## src/rtl/pipelined_addsub.sv

```systemverilog
// pipelined_addsub: parametrised N-bit adder/subtractor split into STAGE_W-bit
// slices, one slice added per pipeline stage with the carry registered between
// stages. Valid/ready handshakes on both sides; a stall freezes the whole pipe.
//
// Optional feature: define ADDSUB_SAT_EN to replace an overflowing result with
// the signed saturation value (ovf is still reported, c_out is untouched).
// Without the macro the result simply wraps and no saturation logic exists.
//
// Pipeline organisation (NSTG = WIDTH/STAGE_W):
//   slot 0        : operands captured from the input port (b already
//                   conditionally inverted, stage-0 carry selected)
//   slot k+1      : result of adding slice k onto slot k
//   slot NSTG     : output register (sum / c_out / ovf / out_valid)
// An accepted operation therefore reaches the output exactly NSTG clocks after
// the edge at which it was accepted.
//
// WIDTH must be a multiple of STAGE_W, WIDTH >= 2 and 1 <= NSTG <= 16.

module pipelined_addsub #(
    parameter int WIDTH   = 16,
    parameter int STAGE_W = 4
) (
    input  logic             clk,
    input  logic             rst,
    input  logic             in_valid,
    output logic             in_ready,
    input  logic [WIDTH-1:0] a,
    input  logic [WIDTH-1:0] b,
    input  logic             sub,
    input  logic             c_in,
    output logic             out_valid,
    input  logic             out_ready,
    output logic [WIDTH-1:0] sum,
    output logic             c_out,
    output logic             ovf
);

    localparam int NSTG = WIDTH / STAGE_W;

    // Per-slot state. Slot 0 is the input capture, slot NSTG the output.
    logic             vld_d [0:NSTG];
    logic             vld_q [0:NSTG];
    logic             cy_d  [0:NSTG];
    logic             cy_q  [0:NSTG];
    logic [WIDTH-1:0] res_d [0:NSTG];
    logic [WIDTH-1:0] res_q [0:NSTG];

    // Operands travel alongside the partial result so that upper slices stay
    // aligned with the carry that will eventually reach them. The output slot
    // does not need them.
    logic [WIDTH-1:0] opa_d [0:NSTG-1];
    logic [WIDTH-1:0] opa_q [0:NSTG-1];
    logic [WIDTH-1:0] opb_d [0:NSTG-1];
    logic [WIDTH-1:0] opb_q [0:NSTG-1];

    logic             ovf_d;
    logic             ovf_q;
    logic             stall_s;

    // Adds slice k of the two operands plus the incoming carry and merges the
    // slice into the partial result. Returns {carry_out, updated_result}.
    function automatic logic [WIDTH:0] add_slice(
        input logic [WIDTH-1:0] opa,
        input logic [WIDTH-1:0] opb,
        input logic [WIDTH-1:0] res,
        input logic             cin,
        input int               k
    );
        logic [STAGE_W:0] slice_v;
        logic [WIDTH-1:0] nxt_v;
        slice_v = {1'b0, opa[k*STAGE_W +: STAGE_W]}
                + {1'b0, opb[k*STAGE_W +: STAGE_W]}
                + {{STAGE_W{1'b0}}, cin};
        nxt_v = res;
        nxt_v[k*STAGE_W +: STAGE_W] = slice_v[STAGE_W-1:0];
        return {slice_v[STAGE_W], nxt_v};
    endfunction

`ifdef ADDSUB_SAT_EN
    // Signed saturation value chosen by the sign of operand A.
    function automatic logic [WIDTH-1:0] sat_value(input logic a_msb);
        logic [WIDTH-1:0] v;
        if (a_msb) begin
            v = {1'b1, {(WIDTH-1){1'b0}}};
        end else begin
            v = {1'b0, {(WIDTH-1){1'b1}}};
        end
        return v;
    endfunction
`endif

    // Stall whenever the output holds a result nobody takes; everything freezes.
    always_comb begin
        stall_s = vld_q[NSTG] & ~out_ready;
    end

    assign in_ready  = ~stall_s;
    assign out_valid = vld_q[NSTG];
    assign sum       = res_q[NSTG];
    assign c_out     = cy_q[NSTG];
    assign ovf       = ovf_q;

    // Next-state for every pipeline slot: shift when not stalled, hold otherwise.
    always_comb begin : next_state_calc
        logic [WIDTH:0] add_v;
        logic           msb_a_v;
        logic           msb_b_v;

        add_v   = {(WIDTH+1){1'b0}};
        msb_a_v = 1'b0;
        msb_b_v = 1'b0;
        ovf_d   = ovf_q;
        for (int k = 0; k <= NSTG; k++) begin
            vld_d[k] = vld_q[k];
            cy_d[k]  = cy_q[k];
            res_d[k] = res_q[k];
        end
        for (int k = 0; k < NSTG; k++) begin
            opa_d[k] = opa_q[k];
            opb_d[k] = opb_q[k];
        end

        if (stall_s) begin
            // Whole pipe holds: the defaults above already keep every slot.
            ovf_d = ovf_q;
        end else begin
            // Slot 0: capture operands; bubbles only move the valid bit.
            vld_d[0] = in_valid;
            if (in_valid) begin
                opa_d[0] = a;
                opb_d[0] = b ^ {WIDTH{sub}};
                cy_d[0]  = sub ? 1'b1 : c_in;
                res_d[0] = {WIDTH{1'b0}};
            end else begin
                opa_d[0] = opa_q[0];
            end

            // Intermediate stages: add slice k, forward operands.
            for (int k = 0; k < NSTG - 1; k++) begin
                vld_d[k+1] = vld_q[k];
                if (vld_q[k]) begin
                    add_v        = add_slice(opa_q[k], opb_q[k], res_q[k], cy_q[k], k);
                    res_d[k+1]   = add_v[WIDTH-1:0];
                    cy_d[k+1]    = add_v[WIDTH];
                    opa_d[k+1]   = opa_q[k];
                    opb_d[k+1]   = opb_q[k];
                end else begin
                    res_d[k+1]   = res_q[k+1];
                end
            end

            // Last stage: top slice, overflow and (optionally) saturation.
            // Invalid slots leave the output data registers untouched.
            vld_d[NSTG] = vld_q[NSTG-1];
            if (vld_q[NSTG-1]) begin
                add_v       = add_slice(opa_q[NSTG-1], opb_q[NSTG-1], res_q[NSTG-1],
                                        cy_q[NSTG-1], NSTG - 1);
                msb_a_v     = opa_q[NSTG-1][WIDTH-1];
                msb_b_v     = opb_q[NSTG-1][WIDTH-1];
                cy_d[NSTG]  = add_v[WIDTH];
                ovf_d       = (msb_a_v == msb_b_v) & (add_v[WIDTH-1] != msb_a_v);
                res_d[NSTG] = add_v[WIDTH-1:0];
`ifdef ADDSUB_SAT_EN
                if (ovf_d) begin
                    res_d[NSTG] = sat_value(msb_a_v);
                end else begin
                    res_d[NSTG] = add_v[WIDTH-1:0];
                end
`endif
            end else begin
                ovf_d = ovf_q;
            end
        end
    end

    // Pipeline registers; asynchronous reset discards everything in flight.
    always_ff @(posedge clk or posedge rst) begin
        if (rst) begin
            for (int k = 0; k <= NSTG; k++) begin
                vld_q[k] <= 1'b0;
                cy_q[k]  <= 1'b0;
                res_q[k] <= {WIDTH{1'b0}};
            end
            for (int k = 0; k < NSTG; k++) begin
                opa_q[k] <= {WIDTH{1'b0}};
                opb_q[k] <= {WIDTH{1'b0}};
            end
            ovf_q <= 1'b0;
        end else begin
            for (int k = 0; k <= NSTG; k++) begin
                vld_q[k] <= vld_d[k];
                cy_q[k]  <= cy_d[k];
                res_q[k] <= res_d[k];
            end
            for (int k = 0; k < NSTG; k++) begin
                opa_q[k] <= opa_d[k];
                opb_q[k] <= opb_d[k];
            end
            ovf_q <= ovf_d;
        end
    end

endmodule

```

## config.mk

```make
export PLATFORM = sky130hd
export DESIGN_NAME = pipelined_addsub
export DESIGN_NICKNAME = d
export VERILOG_FILES = /design/src/rtl/pipelined_addsub.sv
export SDC_FILE = /design/constraint.sdc
export NUM_CORES = 1
export LEC_CHECK = 0
export BUFFER_PORTS_ARGS = -buffer_cell sky130_fd_sc_hd__buf_4
export CAP_MARGIN = 30
export CORE_MARGIN = 2
export CORE_UTILIZATION = 36
export DETAILED_ROUTE_END_ITERATION = 6
export PLACE_DENSITY = 0.51
export SETUP_SLACK_MARGIN = 0.2
export SYNTH_ARGS = -nofsm -noshare
export SYNTH_HDL_FRONTEND = slang
export SYNTH_SLANG_ARGS = --single-unit
```

## constraint.sdc

```tcl
create_clock -name clk -period 6.8 [get_ports clk]
set_input_delay 0 -clock clk [delete_from_list [all_inputs] [get_ports clk]]
set_output_delay 0 -clock clk [all_outputs]
set_load 0.05 [all_outputs]
```

Word-level counts from Yosys, hierarchy flattened
Index checks and enable logic that the tools add are counted.
{"block": "totals", "register_bits": 179, "out_inout_bits": 20}
{"block": "classes", "add_sub_neg": 8, "eq_ne": 2, "muxes": 1, "bitwise_logic": 5, "n_reduce_logical": 5}
{"operator": "adder 4 x 4 -> 5 bit", "n": 4}
{"operator": "adder 5 x 1 -> 5 bit", "n": 4}
{"operator": "XOR 16 bit", "n": 1}
{"operator": "AND reduction 2 bit", "n": 5}
{"operator": "AND 1 bit", "n": 2}
{"operator": "NOT 1 bit", "n": 2}
{"operator": "== test 1 bit", "n": 1}
{"operator": "two-way mux 1 bit", "n": 1}
{"operator": "!= test 1 bit", "n": 1}

Depth between registers and ports, before layout
{"block": "depth", "depth_word": 4, "ltp_mapped": 7, "depth_no_buf": 6}

Worst setup path before layout
OpenSTA, ideal clock, no wires.
{"block": "synth_timing", "path_kind": "reg-to-reg", "startpoint": "register vld_q (netlist bit out_valid)", "endpoint": "register opb_q[48] (netlist name)", "setup_time_ns": 0.078, "arrival_ns": 1.850, "slack_ns": 4.872, "stages_incl_launch_ff": 7, "path_buffers": 2, "period_less_slack_ns": 1.928, "cell_sequence": "dfrtp_1 nor2b_4 inv_2 buf_6 clkbuf_1 a21oi_1 a21oi_1"}
{"block": "synth_between", "elab_chain_cells": 3}
{"element": "start, declared", "line_no": "42", "text": "logic vld_q [0:NSTG];"}
{"element": "start signal, assigned by index", "line_no": "191", "text": "vld_q[k] <= vld_d[k];"}
{"element": "AND 1 bit", "line_no": "94", "text": "stall_s = vld_q[NSTG] & ~out_ready;"}
{"element": "NOT 1 bit (no source line)"}
{"element": "net in_ready", "line_no": "26", "text": "output logic in_ready,"}
{"element": "AND reduction 2 bit (no source line)"}
{"element": "end signal, assigned by index", "line_no": "186", "text": "opb_q[k] <= {WIDTH{1'b0}};"}
{"element": "end signal, assigned by index", "line_no": "197", "text": "opb_q[k] <= opb_d[k];"}
{"element": "end, declared", "line_no": "54", "text": "logic [WIDTH-1:0] opb_q [0:NSTG-1];"}
The timed path passes the listed nets, and every way through them passes these cells.
A chain may end at the register's enable or synchronous reset.

Worst setup path after layout
{"block": "layout_timing", "startpoint": "register vld_q (netlist bit out_valid)", "endpoint": "register opb_q[56] (netlist name)"}
{"block": "layout_between", "elab_chain_cells": 3}
{"element": "AND 1 bit", "line_no": "94"}
{"element": "NOT 1 bit (no source line)"}
{"element": "AND reduction 2 bit (no source line)"}
No other way between the ends.

==> flow_metrics.py <==
metrics = {
    "outcome": {
        "outcome": "complete, no violations",
    },
    "yosys": {
        "synthDistinctLibCells": 29,
        "synthArstFlopShare_pct": 100,
        "syn-instance-count": 419,
        "synth_warnings": 0,
        "synthSimpleGateAreaFrac_pct": 2.41,
        "synth_seq_cells": 131,
        "syn_area_mm2": 0.00577,
        "synth_top_cell_by_area": "dfrtp_1",
        "avgSynthCellArea_um2": 13.8,
        "synthTopCellsByArea": "dfrtp_1, mux2_2, a21oi_1, buf_4, fa_1",
        "synth_adder_area_share_pct": 5.37,
        "synth_top_family_by_area": "multiplexers",
        "synth_ff_type": "dfrtp_1",
        "synth_top_area_share_pct": 56.8,
        "seq_area_frac_synth_pct": 56.8,
        "synth.area.mux_share_pct": 18.8,
        "synth_edf_count": 0,
        "synth.net_count": 477,
        "synth_xor_area_share_pct": 3.03,
        "synth_compound_area_share_pct": 8.17,
    },
    "floorplanning": {
        "core_mm2": 0.0158,
        "start_util_pct": 36.6,
        "fp.dieH_um": 131,
        "io_pins": 58,
        "rows": 46,
        "die_area_mm2": 0.0171,
        "die_w_um": 131,
    },
    "setup_path": {
        "critPathRequiredTime_ns": 7.09,
        "path_cells": "nor2b_4 -> inv_2 -> and2_4 -> a21oi_1 -> dlygate4sd3_1",
        "critical_path.top_delay_family": "buffers and inverters",
        "slowest_stage": "dlygate4sd3_1",
        "critPathBufInv": 2,
        "arrival_ns": 2.72,
        "critPathMaxStageDelay_ns": 0.59,
        "worst-setup-path-type": "flip-flop to flip-flop",
        "crit_path_max_fanout": 34,
        "cp-end-kind": "flip-flop",
        "reg2reg_slack_ns": 4.37,
        "setup.worst_path.start_class": "flip-flop",
    },
    "timing": {
        "finalSetupTns_ns": 0,
        "slew_headroom_pct": 44.5,
        "final_hold_viol_count": 0,
        "finClkSkew_ns": 0.00531,
        "max_freq_mhz": 412,
        "rsz0062_at_grt": "no",
        "worstMarginPinSlew_ns": 0.830,
        "finalMaxSlewViolations": 0,
        "period_share_pct": 35.7,
        "worst_slack_ns": 4.37,
        "min_period_ns": 2.43,
        "setup_viol": 0,
    },
    "clock_network": {
        "cts_buffer_depth": 2,
        "cts_tree": "done",
        "clk-insertion-delay-late_ns": 0.42,
        "clock_sinks": 131,
        "cts_setup_buffers": 0,
        "numCtsBuffers": 17,
        "clk_pin_slew_ns": 0.05,
        "root_buffer": "clkbuf_16",
        "htreeDepth": 4,
    },
    "grt": {
        "grt_max_degree": 70,
        "grt_overflow": 0,
        "grt_pass1_wl_mm": 17.7,
        "antenna_found_initial": 0,
        "grt_pass1_vias": 3556,
        "grtUsageTotal_pct": 13.5,
    },
    "cells_and_area": {
        "diodes": 0,
        "seq_area_mm2": 0.00328,
        "multi_input_area_mm2": 0.00218,
        "area_growth_syn_to_layout_pct": 27.3,
        "fillers": 1469,
        "fin_cells": 739,
        "nets": 568,
        "drive_above_1_share_pct": 36.3,
        "postLayoutCellArea_mm2": 0.00735,
    },
    "route": {
        "avgRoutedWirePerCell_um": 13.8,
        "via_per_inst": 4.62,
        "num_vias": 3413,
        "wirelength_mm": 10.2,
        "drt_iter0_drc": 167,
        "drt_first_pass_iters": 6,
        "detail-route-antenna-nets": 0,
        "drc_errors": 0,
    },
    "pwr": {
        "ir_drop_uv": 205,
        "power.density_mw_per_mm2": 498,
        "cellLeakagePower_nw": 3.21,
        "finalPower_mw": 3.66,
    },
    "placement": {
        "hpwl_mm": 7.07,
        "gp_congestion": 0.723,
        "dp.cells": 659,
        "portBuffers": 57,
        "dp_worst_setup_slack_ns": 4.47,
        "place_area_mm2": 0.00627,
    },
    "flow_run": {
        "cap_violations": 0,
    },
    "hold_path": {
        "hp-class": "primary input to flip-flop",
    },
}
-- layout by cell type (no fill, tap or decap), types with 5 or more instances in the layout --
cell type	count
clkbuf_16	17
nand3_1	6
xnor2_1	17
a21oi_1	42
o21ai_0	28
clkinv_2	7
ha_1	12
a21boi_0	5
mux2_2	83
dlygate4sd3_1	48
fa_1	8
dfrtp_1	131
buf_4	58
inv_1	10
mux2_4	10
-- path summary, 6_finish.rpt --
check / end / start / depth (start not counted)
max in group asynchronous: opb_q[53]$_DFFE_PP0P_ / rst / 5
min in group asynchronous: sum[4]$_DFFE_PP0P_ / rst / 3
setup / recovery: opb_q[56]$_DFFE_PP0P_ / out_valid$_DFFE_PP0N_ / 5
hold / removal: opb_q[52]$_DFFE_PP0P_ / in_valid / 3
hold reg to reg: opa_q[42]$_DFFE_PP0P_ / opa_q[42]$_DFFE_PP0P_ / 1
setup reg to reg: opb_q[56]$_DFFE_PP0P_ / out_valid$_DFFE_PP0N_ / 5
-- per-layer routing --
layer | track usage (%) | up-vias | part of all wire, % | routed length [um]
met3 | 4.28 | 16 | 4.8 | 494
met4 | 5.44 | 0 | 1.7 | 177
li1 | - | 1640 | - | -
met5 | 0 | - | 0 | 0
met2 | 20.2 | 69 | 43 | 4430
met1 | 18.3 | 1688 | 50 | 5120
-- cell type report --
class,count,share of cell area (%)
Timing Repair Buffer,108,13.2
Sequential cell,131,44.6
Multi-Input combinational cell,240,29.7
Clock buffer,21,6.40
Inverter,12,0.647
Clock inverter,11,1.80
Tap cell,216,3.68
-- report_power, final --
group / internal, mW / switching (mW)
registers: 1.14 / 0.215
clock network: 0.600 / 0.318
logic: 0.691 / 0.698
total: 2.43 / 1.23
-- Yosys cell counts, types with 3 or more instances --
cell / number
dfrtp_1: 131
mux2_2: 83
a21oi_1: 42
o21ai_0: 28
buf_4: 22
xnor2_1: 17
ha_1: 12
inv_1: 11
mux2_4: 10
fa_1: 8
buf_6: 6
nand3_1: 6
a21boi_0: 5
buf_2: 5
a21o_1: 4
o31ai_1: 4
and3b_1: 3
clkbuf_1: 3
nand2_1: 3
xor2_1: 3
-- metrics by stage --
step                hold slack, ns  util [%]
floorplan                    0.139         -
global placement             0.129      39.4
detailed placement           0.134      39.7
CTS                        0.00360      46.6
global route                0.0221      46.6
finish                      0.0173      46.6
-- cell families (layout without fill, tap and decap cells) --
| family | after synthesis | in the layout |
|---|---|---|
| DFF | 131 | 131 |
| muxes | 93 | 93 |
| AOI/OAI and AO/OA | 86 | 86 |
| buffers and inverters | 48 | 152 |
| and+or+nand+nor | 21 | 21 |
| adders and majority gates | 20 | 20 |
| xor gates and xnor gates | 20 | 20 |
-- worst reg2reg max path: cells and delay by family (launching register included) --
| family | cells | cell delay, ns |
|---|---|---|
| flip-flops | 1 | 0.38 |
| buffers and inverters | 2 | 1.03 |
| AND/OR/NAND/NOR | 2 | 0.76 |
| AO/OA/AOI/OAI | 1 | 0.15 |
-- what timing repair did --
item	CTS	global route
hold buffers	48	0
gates resized for setup	0	0
hold endpoints to repair	84	0
-- sequential cells by signal, summed over array words and instances, names as in the netlist --
name	cells
opb_q	40
res_q	24
sum	16
cy_q	4
vld_q	4
ovf	1
c_out	1
opa_q	40
out_valid	1
Power figures use the tool's default switching activity.
